### config.mk
export PLATFORM = sky130hd
export DESIGN_NAME = decode_stage
export DESIGN_NICKNAME = d
export VERILOG_FILES = /design/src/rtl/decode_stage.sv
export SDC_FILE = /design/constraint.sdc
export NUM_CORES = 1
export LEC_CHECK = 0
export BUFFER_PORTS_ARGS = -buffer_cell sky130_fd_sc_hd__buf_2
export CORE_MARGIN = 2
export CORE_UTILIZATION = 45
export CTS_BUF_LIST = sky130_fd_sc_hd__clkbuf_16
export CTS_CLUSTER_DIAMETER = 80
export DETAILED_ROUTE_END_ITERATION = 8
export PLACE_DENSITY = 0.65
export SKIP_CTS_REPAIR_TIMING = 1
export SLEW_MARGIN = 10
export SYNTH_ARGS = -nofsm -noshare
export SYNTH_HDL_FRONTEND = slang
export SYNTH_SLANG_ARGS = --single-unit
### constraint.sdc
create_clock -name clk -period 4.2 [get_ports clk]
set_input_delay 0.21 -clock clk [delete_from_list [all_inputs] [get_ports clk]]
set_output_delay 0.21 -clock clk [all_outputs]
set_load 0.005 [all_outputs]
### src/rtl/decode_stage.sv
// NanoQuarter ID stage: field split, 8x16 register file with write-through
// bypass, load-use hazard detection and the ID/EX pipeline register.
module decode_stage #(
    parameter int NREGS = 8,
    parameter int DW    = 16
) (
    input  logic          clk,
    input  logic          rst,
    input  logic [15:0]   instr_in,
    input  logic [31:0]   PC_in,
    input  logic          valid_in,
    input  logic          stall_in,
    input  logic          flush_in,
    input  logic          wb_regwrite,
    input  logic [2:0]    wb_addr,
    input  logic [DW-1:0] wb_data,
    output logic [DW-1:0] reg1data_out,
    output logic [DW-1:0] reg2data_out,
    output logic [7:0]    jtarget_out,
    output logic [5:0]    memaddr_out,
    output logic [4:0]    boffset_out,
    output logic [2:0]    funct_out,
    output logic [2:0]    ALUfunct_out,
    output logic [1:0]    op_out,
    output logic [1:0]    shamt_out,
    output logic [2:0]    dest_out,
    output logic          bne_out,
    output logic          jr_out,
    output logic [31:0]   PC_out,
    output logic          valid_out,
    output logic          stall_out
);

    typedef struct packed {
        logic          valid;
        logic [1:0]    op;
        logic [2:0]    funct;
        logic [2:0]    aluFunct;
        logic [2:0]    dest;
        logic [DW-1:0] reg1;
        logic [DW-1:0] reg2;
        logic [7:0]    jtarget;
        logic [5:0]    memaddr;
        logic [4:0]    boffset;
        logic [1:0]    shamt;
        logic          bne;
        logic          jr;
        logic [31:0]   pc;
    } idEx_t;

    logic [DW-1:0] regs_q [NREGS];
    idEx_t         idEx_q, idEx_d, bubble, decoded;

    logic [1:0]    op;
    logic [2:0]    funct, rsAddr, rtAddr;
    logic [2:0]    aluFunct, dest;
    logic          useRs, useRt;
    logic [DW-1:0] reg1Data, reg2Data;
    logic          loadInEx, hazard;

    assign op     = instr_in[15:14];
    assign funct  = instr_in[2:0];
    assign rsAddr = instr_in[13:11];
    assign rtAddr = instr_in[10:8];

    // A writeback landing this cycle is forwarded so decode never sees stale data.
    assign reg1Data = (wb_regwrite && wb_addr == rsAddr) ? wb_data : regs_q[rsAddr];
    assign reg2Data = (wb_regwrite && wb_addr == rtAddr) ? wb_data : regs_q[rtAddr];

    always_ff @(posedge clk) begin
        if (rst) begin
            for (int i = 0; i < NREGS; i++) regs_q[i] <= '0;
        end else if (wb_regwrite) begin
            regs_q[wb_addr] <= wb_data;
        end
    end

    always_comb begin
        aluFunct = 3'b000;
        dest     = 3'b000;
        useRs    = 1'b0;
        useRt    = 1'b0;
        case (op)
            2'b00: begin
                aluFunct = funct;
                dest     = instr_in[7:5];
                useRs    = 1'b1;
                useRt    = 1'b1;
            end
            2'b01: begin
                aluFunct = 3'b101;
                dest     = rsAddr;
                useRs    = ~funct[0];
            end
            2'b10: begin
                useRs = (funct == 3'b000);
            end
            default: begin
                aluFunct = 3'b110;
                useRs    = 1'b1;
                useRt    = 1'b1;
            end
        endcase
    end

    // Loads have odd funct codes; only they can create a load-use hazard.
    assign loadInEx  = idEx_q.valid && (idEx_q.op == 2'b01) && idEx_q.funct[0];
    assign hazard    = (useRs && rsAddr == idEx_q.dest) || (useRt && rtAddr == idEx_q.dest);
    assign stall_out = valid_in && loadInEx && hazard;

    always_comb begin
        bubble    = '0;
        bubble.op = 2'b11;

        decoded          = '0;
        decoded.valid    = 1'b1;
        decoded.op       = op;
        decoded.funct    = funct;
        decoded.aluFunct = aluFunct;
        decoded.dest     = dest;
        decoded.reg1     = reg1Data;
        decoded.reg2     = reg2Data;
        decoded.jtarget  = instr_in[10:3];
        decoded.memaddr  = instr_in[10:5];
        decoded.boffset  = instr_in[7:3];
        decoded.shamt    = instr_in[4:3];
        decoded.bne      = (op == 2'b11) && (funct == 3'b000);
        decoded.jr       = (op == 2'b10) && (funct == 3'b000);
        decoded.pc       = PC_in;

        idEx_d = idEx_q;
        if (stall_in) begin
            idEx_d = idEx_q;
        end else if (flush_in || stall_out || !valid_in) begin
            idEx_d = bubble;
        end else begin
            idEx_d = decoded;
        end
    end

    always_ff @(posedge clk) begin
        if (rst) begin
            idEx_q <= bubble;
        end else begin
            idEx_q <= idEx_d;
        end
    end

    assign reg1data_out = idEx_q.reg1;
    assign reg2data_out = idEx_q.reg2;
    assign jtarget_out  = idEx_q.jtarget;
    assign memaddr_out  = idEx_q.memaddr;
    assign boffset_out  = idEx_q.boffset;
    assign funct_out    = idEx_q.funct;
    assign ALUfunct_out = idEx_q.aluFunct;
    assign op_out       = idEx_q.op;
    assign shamt_out    = idEx_q.shamt;
    assign dest_out     = idEx_q.dest;
    assign bne_out      = idEx_q.bne;
    assign jr_out       = idEx_q.jr;
    assign PC_out       = idEx_q.pc;
    assign valid_out    = idEx_q.valid;

endmodule
* Yosys cells after proc, flatten, opt, wreduce, memory -nomap -nowiden
Memory sizes are Yosys's and may differ from the RTL's.
Index checks and enable logic that the tools add are counted.
** Storage, ports and cells
- Bits in latches :: 0
- Memories kept :: 1
- Logic and storage cells :: 57
- RAM bits :: 128
- Bits of input ports :: 73
- Register bits :: 99
- ROM bits :: 0
** Operators by class
- Shift operators :: 0
- $add $sub $neg :: 0
- Bitwise operators :: 1
- Multiplexer cells :: 15
- Reduce and logical (&&, ||, !) cells :: 18
- Eq/ne operators :: 8
- Divide/modulo/power cells :: 0
- Magnitude comparators :: 0
- Multipliers :: 0
** Memories
- regs_q :: words 8, width 16, read ports 2, clocked after memory_dff 0, wr ports 8, RTL line 51 : logic [DW-1:0] regs_q [NREGS];
** Operators with widths (number)
- $mux W99 :: 1
- $mux W16 :: 3
- $reduce_or A16 Y1 :: 1
- $eq A3 B3 Y1 :: 4
- $logic_and A1 B1 Y1 :: 10
- $pmux W3 S3 :: 1
- $mux W1 :: 7
- $pmux W3 S2 :: 1
- $eq A2 B1 Y1 const B :: 2
- $eq A2 B2 Y1 const B :: 2
- $logic_not A3 Y1 :: 1
- $logic_or A1 B1 Y1 :: 3
- $mux W3 :: 1
- $logic_not A2 Y1 :: 1
- $pmux W1 S2 :: 1
- $reduce_or A2 Y1 :: 1
- $logic_not A1 Y1 :: 1
- $not A1 Y1 :: 1

* Longest topological paths before layout
- Word-level depth :: 9
- Depth in mapped cells :: 9
- Gate-level depth less buffers :: 7

* Worst setup path after synthesis
No wires, ideal clock.
- Kind :: input-to-reg
- Start :: input instr_in[14]
- End :: register idEx_q, in the netlist PC_out[13]
- Data required time :: 4.083 ns
- Buffers on the path :: 2
- Cell stages on the path :: 9
- Setup time :: 0.117 ns
- Path slack :: 2.279 ns
- Arrival :: 1.804 ns
- Path through :: inv_1 -> ha_1 -> or4b_1 -> nand3_1 -> a32oi_1 -> and3b_1 -> buf_6 -> buf_6 -> a22o_1
** Between the ends
- Longest elaborated chain between the ends :: 9
- Elaborated cells on any way between the ends :: 12
** RTL lines
- start, declared :: RTL line 9 : input logic [15:0] instr_in,
- $eq A2 B2 Y1 / $eq A2 B1 Y1 (equally long branches) :: RTL line 83 : case (op)
- $reduce_or A2 Y1 (no line)
- $mux W1 :: RTL line 83
- $logic_and A1 B1 Y1 :: RTL line 108 : assign hazard = (useRs && rsAddr == idEx_q.dest) || (useRt && rtAddr == idEx_q.dest);
- $logic_or A1 B1 Y1 (*) :: RTL line 108
- $logic_and A1 B1 Y1 (*) :: RTL line 109 : assign stall_out = valid_in && loadInEx && hazard;
- $logic_or A1 B1 Y1 (*) (2 in series) :: RTL line 134 : end else if (flush_in || stall_out || !valid_in) begin
- $mux W99 (*) :: RTL line 134
- end signal, assigned :: RTL line 143 : idEx_q <= bubble;
- end signal, assigned :: RTL line 145 : idEx_q <= idEx_d;
- end, declared :: RTL line 52 : idEx_t idEx_q, idEx_d, bubble, decoded;
Mark *: on every way between the ends. The rest lies on a longest branch, timed or not.
A chain may end at the register's enable or synchronous reset.

* Worst setup path in the final report
- Start :: input instr_in[0]
- End :: register idEx_q, in the netlist PC_out[13]
** Between the ends
- Longest elaborated chain between the ends :: 8
- Elaborated cells on any way between the ends :: 9
** RTL lines (RTL line)
- $logic_not A3 Y1 / $not A1 Y1 (equally long branches) :: 96, 93
- $pmux W1 S2 (*) :: 83
- $logic_and A1 B1 Y1 (*) :: 108
- $logic_or A1 B1 Y1 (*) :: 108
- $logic_and A1 B1 Y1 (*) :: 109
- $logic_or A1 B1 Y1 (*) (2 in series) :: 134
- $mux W99 (*) :: 134
Marks and branches as above.

==> flow_summary.ini <==
[place]
port_buffers = 172
placed_area_um2 = 11000
dp_hpwl_um = 17800
place_congestion = 0.795

[timing]
finalSetupTns_ns = 0
rsz0062_at_grt = false
max_freq_mhz = 438
period_needed_ns = 2.28
hold_violations = 0
slew_viol_final = 0
setup_viol_count_final = 0
timing.final.crit_share = 0.543
slew_headroom = 0.409
skew_ns = 0.0172
tightest_slew_ns = 0.887

[synth]
syn-num-nets = 869
ys_seq_area_frac = 0.553
async_flop_share = 0
synth.distinct_cells = 38
ys.flop_type = edfxtp_1
netlist_instances = 792
synth_top_area_share = 0.382
synth.area.top_cells = edfxtp_1 38%, dfxtp_1 17%, mux4_2 13%, and2_1 8.0%, a22o_1 3.8%
synth_edf_count = 128
avgSynthCellArea_um2 = 12.7
yosys_warnings = 0
yosysTopAreaCell = edfxtp_1
ys_ff_latch = 214
synth_common_cells = 128 x and2_1, 128 x edfxtp_1, 86 x dfxtp_1, 71 x nand2_1, 56 x mux4_2
syn_area_um2 = 10100

[setup_path]
path_cells = dlygate4sd3_1 -> buf_2 -> or4b_1 -> nand3_1 -> a32oi_1 -> and3b_2 -> a22o_1
cp-start-kind = input port
required_ns = 4.59
cp_slowest_cell = or4b_1
crit_type = input port to flip-flop
cpPeakStageDelay_ns = 0.55
worst-path-buf-inv = 2
worstSetupEndpointType = flip-flop
crit_family = simple AND/OR/NAND/NOR gates
crit_path_max_fanout = 47
critPathArrivalTime_ns = 2.67

[floorplanning]
coreArea_um2 = 21900
die_w_um = 154
rows = 54
io_pins = 173
die_area_um2 = 23600
initial_utilization = 0.460
die_y_um = 154

[finish]
nets = 1054
antennaDiodeCount = 0
area_delta_synth_final_pct = 20.7
finish.instance_area_um2 = 12100
final_layout_size_suffix_gt1_frac = 0.311

[clock_network]
root_buffer = clkbuf_16
cts_sinks = 214
cts_buffers = 23
cts_tree = built
cts_max_level = 1
clk_latency_ns = 0.52
path_clk_slew_ns = 0.06
clock_path_buffers = 3

[global_route]
grt_overflow = 0
grt_pass1_vias = 6733
use_met1 = 0.329
antenna_found_initial = 0
met3_usage = 0.0287
grt_pass1_wl_um = 41000
grt_use_met2 = 0.366
grt_max_degree = 52
busiest_layer = met2
grtUsageTotal = 0.226

[status]
status = finished, final reports clean

[detailed_routing]
dr.pass1.iters = 5
drt_wl_total_um = 28000
first_iter_violations = 626
routedWlPerCell_um = 22.0
post_drt_via_cell_ratio = 5.63
postRouteAntennaNets = 0
drc_errors = 0
vias = 7167

[min_path]
hold_path_class = input port to flip-flop

[job]
cap_violations = 0

[pwr]
power_frac_comb = 0.112
power_frac_clock = 0.393
p_switching_mw = 1.17
p_sw_frac = 0.242
vdd_drop_max_uv = 256
powerDensity_nw_per_um2 = 396
leakage_nw = 4.97
p_seq_frac = 0.495
internal_power_mw = 3.65
-- per-stage QoR --
stage / hold slack, ns / setup WS [ns] / util / power [mW] / cells
final: 0.0112 / 1.92 / 0.555 / 4.81 / 1274
after floorplan: 0.343 / 2.28 / - / 2.73 / 792
after CTS: -0.104 / 2.06 / 0.536 / 4.81 / 1234
after global placement: 0.427 / 1.78 / 0.505 / 2.92 / 1192
after global routing: 0.00836 / 1.85 / 0.555 / 4.97 / 1274
after detailed placement: 0.430 / 1.72 / 0.505 / 2.93 / 1192
-- layout by cell type (no fill, tap or decap), types with 2 or more instances in the layout --
cell type / count
a21oi_1: 4
a22o_1: 44
a22oi_1: 4
and2_1: 128
buf_2: 172
buf_4: 18
clkbuf_16: 25
clkinv_2: 4
dfxtp_1: 86
dlygate4sd3_1: 40
edfxtp_1: 128
ha_1: 4
inv_1: 16
inv_2: 6
mux2_2: 16
mux2i_1: 24
mux4_2: 56
nand2_1: 71
nand2b_1: 4
nand3_1: 10
nand3b_1: 2
nand4_1: 3
nor2_1: 12
nor2b_1: 2
nor3_1: 5
nor4_1: 2
o2111ai_1: 8
o21ai_0: 51
o21ai_1: 20
or2_2: 8
xnor2_1: 6
xor2_1: 6
-- worst paths after layout --
| check | from | end | slack (ns) | depth (start not counted) |
|---|---|---|---|---|
| worst min-delay path | stall_in | valid_out | 0.01 | 3 |
| worst max register to register | dest_out[1] | PC_out[13] | 2.02 | 5 |
| worst max-delay path | instr_in[0] | PC_out[13] | 1.92 | 7 |
| worst min register to register | reg1data_out[9] | reg1data_out[9] | 0.44 | 2 |
-- kinds of logic after synthesis --
group | after synthesis | share of synthesized area
XOR/XNOR | 12 | 0.0104
adder cells (fa/ha/maj) | 4 | 0.00497
AO/OA/AOI/OAI | 134 | 0.0881
multiplexers | 96 | 0.167
buffers and inverters | 80 | 0.0410
AND/OR/NAND/NOR | 252 | 0.135
flip-flops | 214 | 0.553
-- tightest hold or removal path: stages --
cell and delay (ns):
buf_2 0.11, a22oi_1 0.08, nor2_1 0.08
-- final cells by class --
class / instances / area (µm²)
fill: 1834 / 9750
inverter: 10 / 37.5
timing repair buffer: 230 / 1400
sequential: 214 / 5570
multi-input combinational: 498 / 4100
clock buffer: 25 / 626
tap: 280 / 350
clock inverter: 17 / 73.8
-- power by group through the flow --
stage | combinational (mW) | clock, mW | sequential (mW)
after floorplan | 0.324 | 0 | 2.40
after global placement | 0.501 | 0 | 2.42
after detailed placement | 0.505 | 0 | 2.42
after CTS | 0.508 | 1.92 | 2.38
after global routing | 0.580 | 2.00 | 2.39
final | 0.538 | 1.89 | 2.38
-- layer usage --
metal | vias to the layer above | share of wire
met5 | - | 0
met4 | 0 | 0.014
met3 | 30 | 0.068
met2 | 310 | 0.48
met1 | 3551 | 0.44
li1 | 3276 | -
-- registers in the layout (all words and copies together), names as in the netlist --
register and cells:
dest_out 3, bne_out 1, ALUfunct_out 3, reg2data_out 16, valid_out 1, op_out 2
reg1data_out 16, PC_out 32, jtarget_out 8, jr_out 1, funct_out 3, regs_q 128
No activity file was read; power rests on OpenSTA's default activity.
